File: src/rtl/nec_ir_pkg.sv
// Shared definitions for the NEC IR receiver: FSM state codes, pulse-width
// windows in microseconds, the inactivity timeout and the command-to-key map.
package nec_ir_pkg;

    // Duration counter width; the counter saturates at DUR_MAX.
    localparam int DUR_W = 14;
    localparam logic [DUR_W-1:0] DUR_MAX = 14'd16383;

    // Pulse-width windows, inclusive, in microseconds.
    localparam logic [DUR_W-1:0] LEAD_MARK_MIN  = 14'd8000;
    localparam logic [DUR_W-1:0] LEAD_MARK_MAX  = 14'd10000;
    localparam logic [DUR_W-1:0] LEAD_SPACE_MIN = 14'd4000;
    localparam logic [DUR_W-1:0] LEAD_SPACE_MAX = 14'd5000;
    localparam logic [DUR_W-1:0] RPT_SPACE_MIN  = 14'd1900;
    localparam logic [DUR_W-1:0] RPT_SPACE_MAX  = 14'd2600;
    localparam logic [DUR_W-1:0] BIT_MARK_MIN   = 14'd400;
    localparam logic [DUR_W-1:0] BIT_MARK_MAX   = 14'd720;
    localparam logic [DUR_W-1:0] ZERO_SPACE_MIN = 14'd400;
    localparam logic [DUR_W-1:0] ZERO_SPACE_MAX = 14'd720;
    localparam logic [DUR_W-1:0] ONE_SPACE_MIN  = 14'd1400;
    localparam logic [DUR_W-1:0] ONE_SPACE_MAX  = 14'd1900;

    // No edge for this long while a frame is in progress aborts the frame.
    localparam logic [DUR_W-1:0] TIMEOUT_US     = 14'd12000;

    // Receiver FSM state codes.
    localparam int ST_W = 3;
    localparam logic [2:0] S_IDLE       = 3'd0;
    localparam logic [2:0] S_LEAD_MARK  = 3'd1;
    localparam logic [2:0] S_LEAD_SPACE = 3'd2;
    localparam logic [2:0] S_BIT_MARK   = 3'd3;
    localparam logic [2:0] S_BIT_SPACE  = 3'd4;
    localparam logic [2:0] S_STOP_MARK  = 3'd5;
    localparam logic [2:0] S_RPT_MARK   = 3'd6;
    localparam logic [2:0] S_CHECK      = 3'd7;

    // True when d lies within [lo, hi].
    function automatic logic in_win(input logic [DUR_W-1:0] d,
                                    input logic [DUR_W-1:0] lo,
                                    input logic [DUR_W-1:0] hi);
        return (d >= lo) && (d <= hi);
    endfunction

    // Command byte to {unknown, key[3:0]}; unmapped commands give key 0.
    function automatic logic [4:0] nec_key_map(input logic [7:0] cmd);
        logic [4:0] r;
        case (cmd)
            8'h6D:   r = {1'b0, 4'd0};
            8'hFD:   r = {1'b0, 4'd1};
            8'h7D:   r = {1'b0, 4'd2};
            8'hBD:   r = {1'b0, 4'd3};
            8'h3D:   r = {1'b0, 4'd4};
            8'hDD:   r = {1'b0, 4'd5};
            8'h5D:   r = {1'b0, 4'd6};
            8'h9D:   r = {1'b0, 4'd7};
            8'h1D:   r = {1'b0, 4'd8};
            8'hED:   r = {1'b0, 4'd9};
            default: r = {1'b1, 4'd0};
        endcase
        return r;
    endfunction

endpackage

File: src/rtl/nec_ir_timer.sv
// Timebase for the NEC receiver: a microsecond prescaler feeding a saturating
// edge-to-edge duration counter, plus a millisecond repeat-window timer that
// is reopened by each accepted frame or repeat and closes after REPEAT_WIN_MS.
module nec_ir_timer
    import nec_ir_pkg::*;
#(
    parameter int TICKS_PER_US  = 50,
    parameter int REPEAT_WIN_MS = 110
) (
    input  logic             clk,
    input  logic             rst_n,
    input  logic             edge_i,
    input  logic             win_restart_i,
    output logic [DUR_W-1:0] dur_us_o,
    output logic             win_open_o
);

    localparam int PRE_W = (TICKS_PER_US > 1) ? $clog2(TICKS_PER_US) : 1;
    localparam logic [PRE_W-1:0] PRE_LAST = PRE_W'(TICKS_PER_US - 1);
    localparam int MS_CYC = TICKS_PER_US * 1000;
    localparam int MSC_W = $clog2(MS_CYC);
    localparam logic [MSC_W-1:0] MSC_LAST = MSC_W'(MS_CYC - 1);
    localparam int MS_W = $clog2(REPEAT_WIN_MS + 1);
    localparam logic [MS_W-1:0] MS_LAST = MS_W'(REPEAT_WIN_MS - 1);

    logic [PRE_W-1:0] pre_q;
    logic [DUR_W-1:0] dur_q;
    logic [MSC_W-1:0] msc_q;
    logic [MS_W-1:0]  ms_q;
    logic             open_q;
    logic             us_tick;

    assign us_tick    = (pre_q == PRE_LAST);
    assign dur_us_o   = dur_q;
    assign win_open_o = open_q;

    // Prescaler restarts on each edge so durations are measured from the edge itself.
    always_ff @(posedge clk or negedge rst_n) begin
        if (!rst_n) begin
            pre_q <= '0;
        end else if (edge_i || us_tick) begin
            pre_q <= '0;
        end else begin
            pre_q <= pre_q + 1'b1;
        end
    end

    // Microseconds since the last edge, saturating so long idle periods stay large.
    always_ff @(posedge clk or negedge rst_n) begin
        if (!rst_n) begin
            dur_q <= '0;
        end else if (edge_i) begin
            dur_q <= '0;
        end else if (us_tick && (dur_q != DUR_MAX)) begin
            dur_q <= dur_q + 1'b1;
        end
    end

    // Repeat window: free-running ms count from the last accepted frame, closing at the limit.
    always_ff @(posedge clk or negedge rst_n) begin
        if (!rst_n) begin
            open_q <= 1'b0;
            msc_q  <= '0;
            ms_q   <= '0;
        end else if (win_restart_i) begin
            open_q <= 1'b1;
            msc_q  <= '0;
            ms_q   <= '0;
        end else if (open_q) begin
            if (msc_q == MSC_LAST) begin
                msc_q <= '0;
                ms_q  <= ms_q + 1'b1;
                if (ms_q == MS_LAST) begin
                    open_q <= 1'b0;
                end
            end else begin
                msc_q <= msc_q + 1'b1;
            end
        end
    end

endmodule

File: src/rtl/nec_ir_receiver.sv
// NEC IR receiver top: synchronises the raw sensor line, detects edges, walks
// the leader/bit/stop sequence by pulse width, assembles the 32-bit frame,
// validates complements and publishes key/addr/cmd plus one-cycle event pulses.
// Event pulses (key_valid, key_repeat, frame_err) come from a single decision
// point per frame, so at most one of them is high in any cycle.
module nec_ir_receiver
    import nec_ir_pkg::*;
#(
    parameter int TICKS_PER_US  = 50,
    parameter int KEY_W         = 4,
    parameter int CHECK_ADDR    = 1,
    parameter int REPEAT_EN     = 1,
    parameter int REPEAT_WIN_MS = 110
) (
    input  logic             clk,
    input  logic             rst_n,
    input  logic             ir_in,
    output logic [KEY_W-1:0] key,
    output logic             key_valid,
    output logic             key_repeat,
    output logic             key_unknown,
    output logic [15:0]      addr,
    output logic [7:0]       cmd,
    output logic             frame_err,
    output logic [ST_W-1:0]  dbg_state
);

    logic             sync1_q, sync2_q, prev_q;
    logic             fall, rise, any_edge;
    logic [DUR_W-1:0] dur_us;
    logic             win_open;
    logic             win_restart;
    logic             timeout;

    logic [2:0]       state_q, state_d;
    logic [31:0]      sr_q, sr_d;
    logic [4:0]       bit_cnt_q, bit_cnt_d;
    logic             is_rpt_q, is_rpt_d;

    logic [KEY_W-1:0] key_q, key_d;
    logic             key_unknown_q, key_unknown_d;
    logic [15:0]      addr_q, addr_d;
    logic [7:0]       cmd_q, cmd_d;
    logic             key_valid_q, key_valid_d;
    logic             key_repeat_q, key_repeat_d;
    logic             frame_err_q, frame_err_d;

    logic             fail;
    logic             cmd_ok, addr_ok;
    logic [4:0]       map;

    // Two-flop synchroniser plus previous-value flop, all idling high.
    always_ff @(posedge clk or negedge rst_n) begin
        if (!rst_n) begin
            sync1_q <= 1'b1;
            sync2_q <= 1'b1;
            prev_q  <= 1'b1;
        end else begin
            sync1_q <= ir_in;
            sync2_q <= sync1_q;
            prev_q  <= sync2_q;
        end
    end

    assign fall     = prev_q & ~sync2_q;
    assign rise     = ~prev_q & sync2_q;
    assign any_edge = fall | rise;

    nec_ir_timer #(
        .TICKS_PER_US  (TICKS_PER_US),
        .REPEAT_WIN_MS (REPEAT_WIN_MS)
    ) u_timer (
        .clk           (clk),
        .rst_n         (rst_n),
        .edge_i        (any_edge),
        .win_restart_i (win_restart),
        .dur_us_o      (dur_us),
        .win_open_o    (win_open)
    );

    // A frame in progress that sees no edge for TIMEOUT_US is abandoned.
    assign timeout = (state_q != S_IDLE) && (state_q != S_CHECK) && (dur_us >= TIMEOUT_US);

    assign map     = nec_key_map(sr_q[15:8]);
    assign cmd_ok  = ((sr_q[15:8] ^ sr_q[7:0]) == 8'hFF);
    assign addr_ok = (CHECK_ADDR == 0) || ((sr_q[31:24] ^ sr_q[23:16]) == 8'hFF);

    // Next-state logic: width-checks each edge against its window; timeout overrides any edge.
    always_comb begin
        state_d       = state_q;
        sr_d          = sr_q;
        bit_cnt_d     = bit_cnt_q;
        is_rpt_d      = is_rpt_q;
        key_d         = key_q;
        key_unknown_d = key_unknown_q;
        addr_d        = addr_q;
        cmd_d         = cmd_q;
        key_valid_d   = 1'b0;
        key_repeat_d  = 1'b0;
        frame_err_d   = 1'b0;
        win_restart   = 1'b0;
        fail          = 1'b0;

        if (timeout) begin
            fail = 1'b1;
        end else begin
            case (state_q)
                S_IDLE: begin
                    if (fall) begin
                        state_d   = S_LEAD_MARK;
                        sr_d      = '0;
                        bit_cnt_d = '0;
                        is_rpt_d  = 1'b0;
                    end
                end
                S_LEAD_MARK: begin
                    if (rise) begin
                        if (in_win(dur_us, LEAD_MARK_MIN, LEAD_MARK_MAX)) begin
                            state_d = S_LEAD_SPACE;
                        end else begin
                            fail = 1'b1;
                        end
                    end
                end
                S_LEAD_SPACE: begin
                    if (fall) begin
                        if (in_win(dur_us, LEAD_SPACE_MIN, LEAD_SPACE_MAX)) begin
                            state_d = S_BIT_MARK;
                        end else if ((REPEAT_EN != 0) &&
                                     in_win(dur_us, RPT_SPACE_MIN, RPT_SPACE_MAX)) begin
                            state_d  = S_RPT_MARK;
                            is_rpt_d = 1'b1;
                        end else begin
                            fail = 1'b1;
                        end
                    end
                end
                S_BIT_MARK: begin
                    if (rise) begin
                        if (in_win(dur_us, BIT_MARK_MIN, BIT_MARK_MAX)) begin
                            state_d = S_BIT_SPACE;
                        end else begin
                            fail = 1'b1;
                        end
                    end
                end
                S_BIT_SPACE: begin
                    if (fall) begin
                        if (in_win(dur_us, ZERO_SPACE_MIN, ZERO_SPACE_MAX) ||
                            in_win(dur_us, ONE_SPACE_MIN, ONE_SPACE_MAX)) begin
                            sr_d      = {sr_q[30:0], in_win(dur_us, ONE_SPACE_MIN, ONE_SPACE_MAX)};
                            bit_cnt_d = bit_cnt_q + 1'b1;
                            state_d   = (bit_cnt_q == 5'd31) ? S_STOP_MARK : S_BIT_MARK;
                        end else begin
                            fail = 1'b1;
                        end
                    end
                end
                S_STOP_MARK, S_RPT_MARK: begin
                    if (rise) begin
                        if (in_win(dur_us, BIT_MARK_MIN, BIT_MARK_MAX)) begin
                            state_d = S_CHECK;
                        end else begin
                            fail = 1'b1;
                        end
                    end
                end
                S_CHECK: begin
                    state_d = S_IDLE;
                    if (is_rpt_q) begin
                        if (win_open) begin
                            key_repeat_d = 1'b1;
                            win_restart  = 1'b1;
                        end else begin
                            frame_err_d = 1'b1;
                        end
                    end else if (cmd_ok && addr_ok) begin
                        key_d         = KEY_W'(map[3:0]);
                        key_unknown_d = map[4];
                        addr_d        = sr_q[31:16];
                        cmd_d         = sr_q[15:8];
                        key_valid_d   = 1'b1;
                        win_restart   = 1'b1;
                    end else begin
                        frame_err_d = 1'b1;
                    end
                end
                default: begin
                    state_d = S_IDLE;
                end
            endcase
        end

        if (fail) begin
            state_d     = S_IDLE;
            sr_d        = '0;
            bit_cnt_d   = '0;
            is_rpt_d    = 1'b0;
            frame_err_d = 1'b1;
        end
    end

    // FSM, shift register and published outputs.
    always_ff @(posedge clk or negedge rst_n) begin
        if (!rst_n) begin
            state_q       <= S_IDLE;
            sr_q          <= '0;
            bit_cnt_q     <= '0;
            is_rpt_q      <= 1'b0;
            key_q         <= '0;
            key_unknown_q <= 1'b0;
            addr_q        <= '0;
            cmd_q         <= '0;
            key_valid_q   <= 1'b0;
            key_repeat_q  <= 1'b0;
            frame_err_q   <= 1'b0;
        end else begin
            state_q       <= state_d;
            sr_q          <= sr_d;
            bit_cnt_q     <= bit_cnt_d;
            is_rpt_q      <= is_rpt_d;
            key_q         <= key_d;
            key_unknown_q <= key_unknown_d;
            addr_q        <= addr_d;
            cmd_q         <= cmd_d;
            key_valid_q   <= key_valid_d;
            key_repeat_q  <= key_repeat_d;
            frame_err_q   <= frame_err_d;
        end
    end

    assign key         = key_q;
    assign key_valid   = key_valid_q;
    assign key_repeat  = key_repeat_q;
    assign key_unknown = key_unknown_q;
    assign addr        = addr_q;
    assign cmd         = cmd_q;
    assign frame_err   = frame_err_q;
    assign dbg_state   = state_q;

endmodule

File: config.mk
export PLATFORM = sky130hd
export DESIGN_NAME = nec_ir_receiver
export DESIGN_NICKNAME = d
export VERILOG_FILES = /design/src/rtl/nec_ir_pkg.sv /design/src/rtl/nec_ir_timer.sv /design/src/rtl/nec_ir_receiver.sv
export SDC_FILE = /design/constraint.sdc
export NUM_CORES = 1
export LEC_CHECK = 0
export ABC_CLOCK_PERIOD_IN_PS = 2600
export CAP_MARGIN = 20
export CORE_AREA = 2 2 128 130
export DETAILED_ROUTE_END_ITERATION = 10
export DIE_AREA = 0 0 130 132
export PLACE_DENSITY = 0.62
export SYNTH_ARGS = -nofsm -noshare
export SYNTH_HDL_FRONTEND = slang
export SYNTH_SLANG_ARGS = --single-unit
File: constraint.sdc
create_clock -name clk -period 2.6 [get_ports clk]
set_clock_uncertainty 0.05 [all_clocks]
set_input_delay 0.52 -clock clk [delete_from_list [all_inputs] [get_ports clk]]
set_output_delay 0.52 -clock clk [all_outputs]
set_load 0.05 [all_outputs]
==> results.sh <==
export IMPL_vias=5143
export IMPL_io_buffers=37
export IMPL_ios=38
export IMPL_end_kind="register"
export IMPL_drt_total_wl_um=15210
export IMPL_reg2reg_slack_ns=-0.008
export IMPL_period_share_pct=100.3
export IMPL_layout_common_cells="dfrtp_1, nor2_1, buf_4"
export IMPL_arrival_ns=2.82
export IMPL_cts_buffer_depth=2
export IMPL_cts_tree="yes"
export IMPL_slew_viol_final=0
export IMPL_diodes=0
export IMPL_core_area_um2=15710
export IMPL_synth_edf_count=0
export IMPL_vias_per_cell=5.518
export IMPL_max_freq_mhz=383.4
export IMPL_met3_usage_pct=4.099
export IMPL_p_leak_uw=0.003540
export IMPL_grt_total_usage_pct=18.42
export IMPL_grt_busiest_layer="met2"
export IMPL_worst_pin_slew_ns=0.7923
export IMPL_clk_insertion_delay_late_ns=0.42
export IMPL_die_h_um=132
export IMPL_grt_use_met2_pct=28.97
export IMPL_syn_nets=638
export IMPL_start_util_pct=39.69
export IMPL_num_fill_cells=1377
export IMPL_place_area_um2=7148
export IMPL_crit_path_cell_trace="or3_4, or4_4, a32o_2, a2111oi_4, a221o_2, buf_6, a311oi_2"
export IMPL_grt_max_degree=58
export IMPL_num_rows=46
export IMPL_hp_class="in2async"
export IMPL_drtIter0Drc=386
export IMPL_syn_area_um2=6236
export IMPL_slew_headroom_pct=46.77
export IMPL_avgSynthCellArea_um2=9.994
export IMPL_ant_nets=0
export IMPL_hpwl_um=10030
export IMPL_async_reset_ff_share_pct=100.0
export IMPL_startpoint="u_timer.dur_us_o[11]"
export IMPL_regArea_um2=3008
export IMPL_overflow=0
export IMPL_cts_buffers=17
export IMPL_fin_ws_ns=-0.008036
export IMPL_grt_util_met1_pct=25.61
export IMPL_fin_nets=717
export IMPL_outcome="finished with violations"
export IMPL_clock_sinks=120
export IMPL_dpl_worst_slack_ns=-0.1140
export IMPL_ys_seq_elements=120
export IMPL_drive_gt1_share_pct=23.18
export IMPL_die_x_um=130
export IMPL_dr_pass1_iters=4
export IMPL_multi_input_area_um2=3156
export IMPL_h_tree_depth=4
export IMPL_mostFrequentLayoutCell="dfrtp_1"
export IMPL_grt_pass1_wl_um=25410
export IMPL_slowest_stage="or4_4"
export IMPL_ys_warn_count=0
export IMPL_placed_cells=895
export IMPL_fin_area_um2=8048
export IMPL_r2r_end="dbg_state[1]"
export IMPL_finalSetupViolations=2
export IMPL_vdd_drop_max_uv=625.3
export IMPL_synthFlopType="dfrtp_1"
export IMPL_ys_seq_area_share_pct=48.21
export IMPL_start_kind="register"
export IMPL_crit_buf_inv=1
export IMPL_r2r_cells=7
export IMPL_syn_inst=624
export IMPL_grt_pass1_vias=5120
export IMPL_antenna_found_initial=0
export IMPL_violations="setup timing"
export IMPL_rsz0062_at_grt="yes"
export IMPL_critPathRequiredTime_ns=2.81
export IMPL_worst_path_max_fanout=5
export IMPL_cp_top_family="compound AO/OA/AOI/OAI gates"
export IMPL_die_area_um2=17160
export IMPL_drc=0
export IMPL_clkTransAtPathRegs_ns=0.06
export IMPL_fin_crit_ns=2.608
export IMPL_gp_congestion=0.8958
export IMPL_area_growth_pct=29.05
export IMPL_final_hold_viol_count=0
export IMPL_maxCapViolCount=0
export IMPL_crit_path_max_incr_delay_ns=0.50
export IMPL_synth_cell_types=62
export IMPL_path_class="reg2reg"
export IMPL_root_buffer="clkbuf_16"
export IMPL_wl_per_cell_um=16.32
export IMPL_power_density_nw_per_um2=671.2
export IMPL_postCtsHoldBufs=0
export IMPL_reg2reg_from="u_timer.dur_us_o[11]"
export IMPL_final_cells=932
synthesized netlist by cell type, drive strengths merged, types with 3 or more instances:
master	n	share of area, %
nor3	8	0.64
xnor2	24	3.4
o31ai	9	1.1
and4	3	0.42
or4	12	1.4
a311oi	3	0.42
dfstp	3	1.3
nand2	39	2.3
o211ai	11	1.3
nand3	24	1.9
buf	13	1.6
a211oi	6	0.72
a31oi	4	0.40
clkbuf	30	1.8
a21oi	19	1.5
a221oi	3	0.42
and3	5	0.50
inv	20	1.2
dfrtp	117	47
and2	15	1.5
o22ai	3	0.30
a22oi	35	4.2
or3b	3	0.42
mux2i	4	0.64
nand3b	6	0.72
or3	6	0.68
o21ai	17	1.4
nor4b	3	0.42
nor2	65	3.9
nand4	16	1.6
mux2	24	4.3
ha	11	2.2
nor4	9	1.0
nor2b	7	0.70
xor2	19	2.7
worst register-to-register path: cells and delay by family, from the launching register on:
family	cells	cell delay, ns
flops	1	0.39
compound gates	4	0.95
simple gates	2	0.89
buf+inv	1	0.18
logic make-up (layout without fill, tap and decap cells):
logic type	Yosys count	in the layout	synth area share, %
mux	28	28	4.976
flops	120	120	48.21
simple gates	233	233	19.92
xor+xnor	43	43	6.039
compound gates	126	126	14.06
fa+ha+maj	11	11	2.207
buf+inv	63	155	4.574
how the worst max path moves through the flow:
stage                   endpoint  slack, ns  cells after the start
6_report            dbg_state[1]     -0.008                      7
2_1_floorplan       dbg_state[1]       0.01                      9
4_1_cts                 sr_q[23]     -0.002                      7
3_3_place_gp   u_timer.msc_q[12]      -0.04                      7
5_1_grt                  sr_q[3]      -0.09                      7
3_5_place_dp   u_timer.msc_q[14]      -0.11                      7
area by class of cell:
| class | instances | area share (%) |
|---|---|---|
| clock buffers | 18 | 5.457 |
| clock inverters | 14 | 2.441 |
| inverters | 20 | 0.9328 |
| multi-input cells | 441 | 39.21 |
| flip-flops and latches | 120 | 37.38 |
| well taps | 216 | 3.358 |
| repair buffers | 103 | 11.23 |
metrics by stage:
| step | setup TNS, ns | hold WS (ns) | total power, µW | utilization (%) |
|---|---|---|---|---|
| final | -0.009947 | 0.004700 | 5402 | 51.22 |
| after detailed placement | -1.256 | 0.2987 | 2803 | 45.49 |
| after CTS | -0.002679 | 0.01901 | 5352 | 49.69 |
| after global routing | -2.882 | 0.03452 | 5624 | 51.22 |
| after global placement | -0.1270 | 0.2975 | 2786 | 45.49 |
| after floorplan | 0 | 0.1744 | 2568 | - |
flip-flops by register name, summed over array words and instances (netlist names):
register / flops
addr: 16
bit_cnt_q: 5
cmd: 8
dbg_state: 3
frame_err: 1
is_rpt_q: 1
key: 4
key_repeat: 1
key_unknown: 1
key_valid: 1
prev_q: 1
sr_q: 32
sync1_q: 1
sync2_q: 1
u_timer.dur_us_o: 14
u_timer.ms_q: 7
u_timer.msc_q: 16
u_timer.pre_q: 6
u_timer.win_open_o: 1
where the power goes:
| group | switching (µW) | leakage (µW) | total [µW] | internal [µW] |
|---|---|---|---|---|
| combinational | 541 | 0.00158 | 875 | 334 |
| sequential | 83.6 | 0.00166 | 2000 | 1920 |
| clock | 889 | 0.000303 | 2520 | 1640 |
per-layer routing:
| layer | part of all wire (%) | wire, µm | vias up |
|---|---|---|---|
| met3 | 3.7 | 567 | 14 |
| li1 | - | - | 2422 |
| met5 | 0 | 0 | - |
| met1 | 46 | 6992 | 2583 |
| met4 | 1.1 | 173 | 0 |
| met2 | 49 | 7481 | 124 |
repair_timing:
| item | CTS | global route |
|---|---|---|
| resized for setup | 5 | 42 |
| cloned | 0 | 1 |
| setup endpoints to repair | 32 | 52 |
| pin swaps | 1 | 11 |
| buffers inserted | 0 | 4 |
Power figures use the tool's default switching activity.
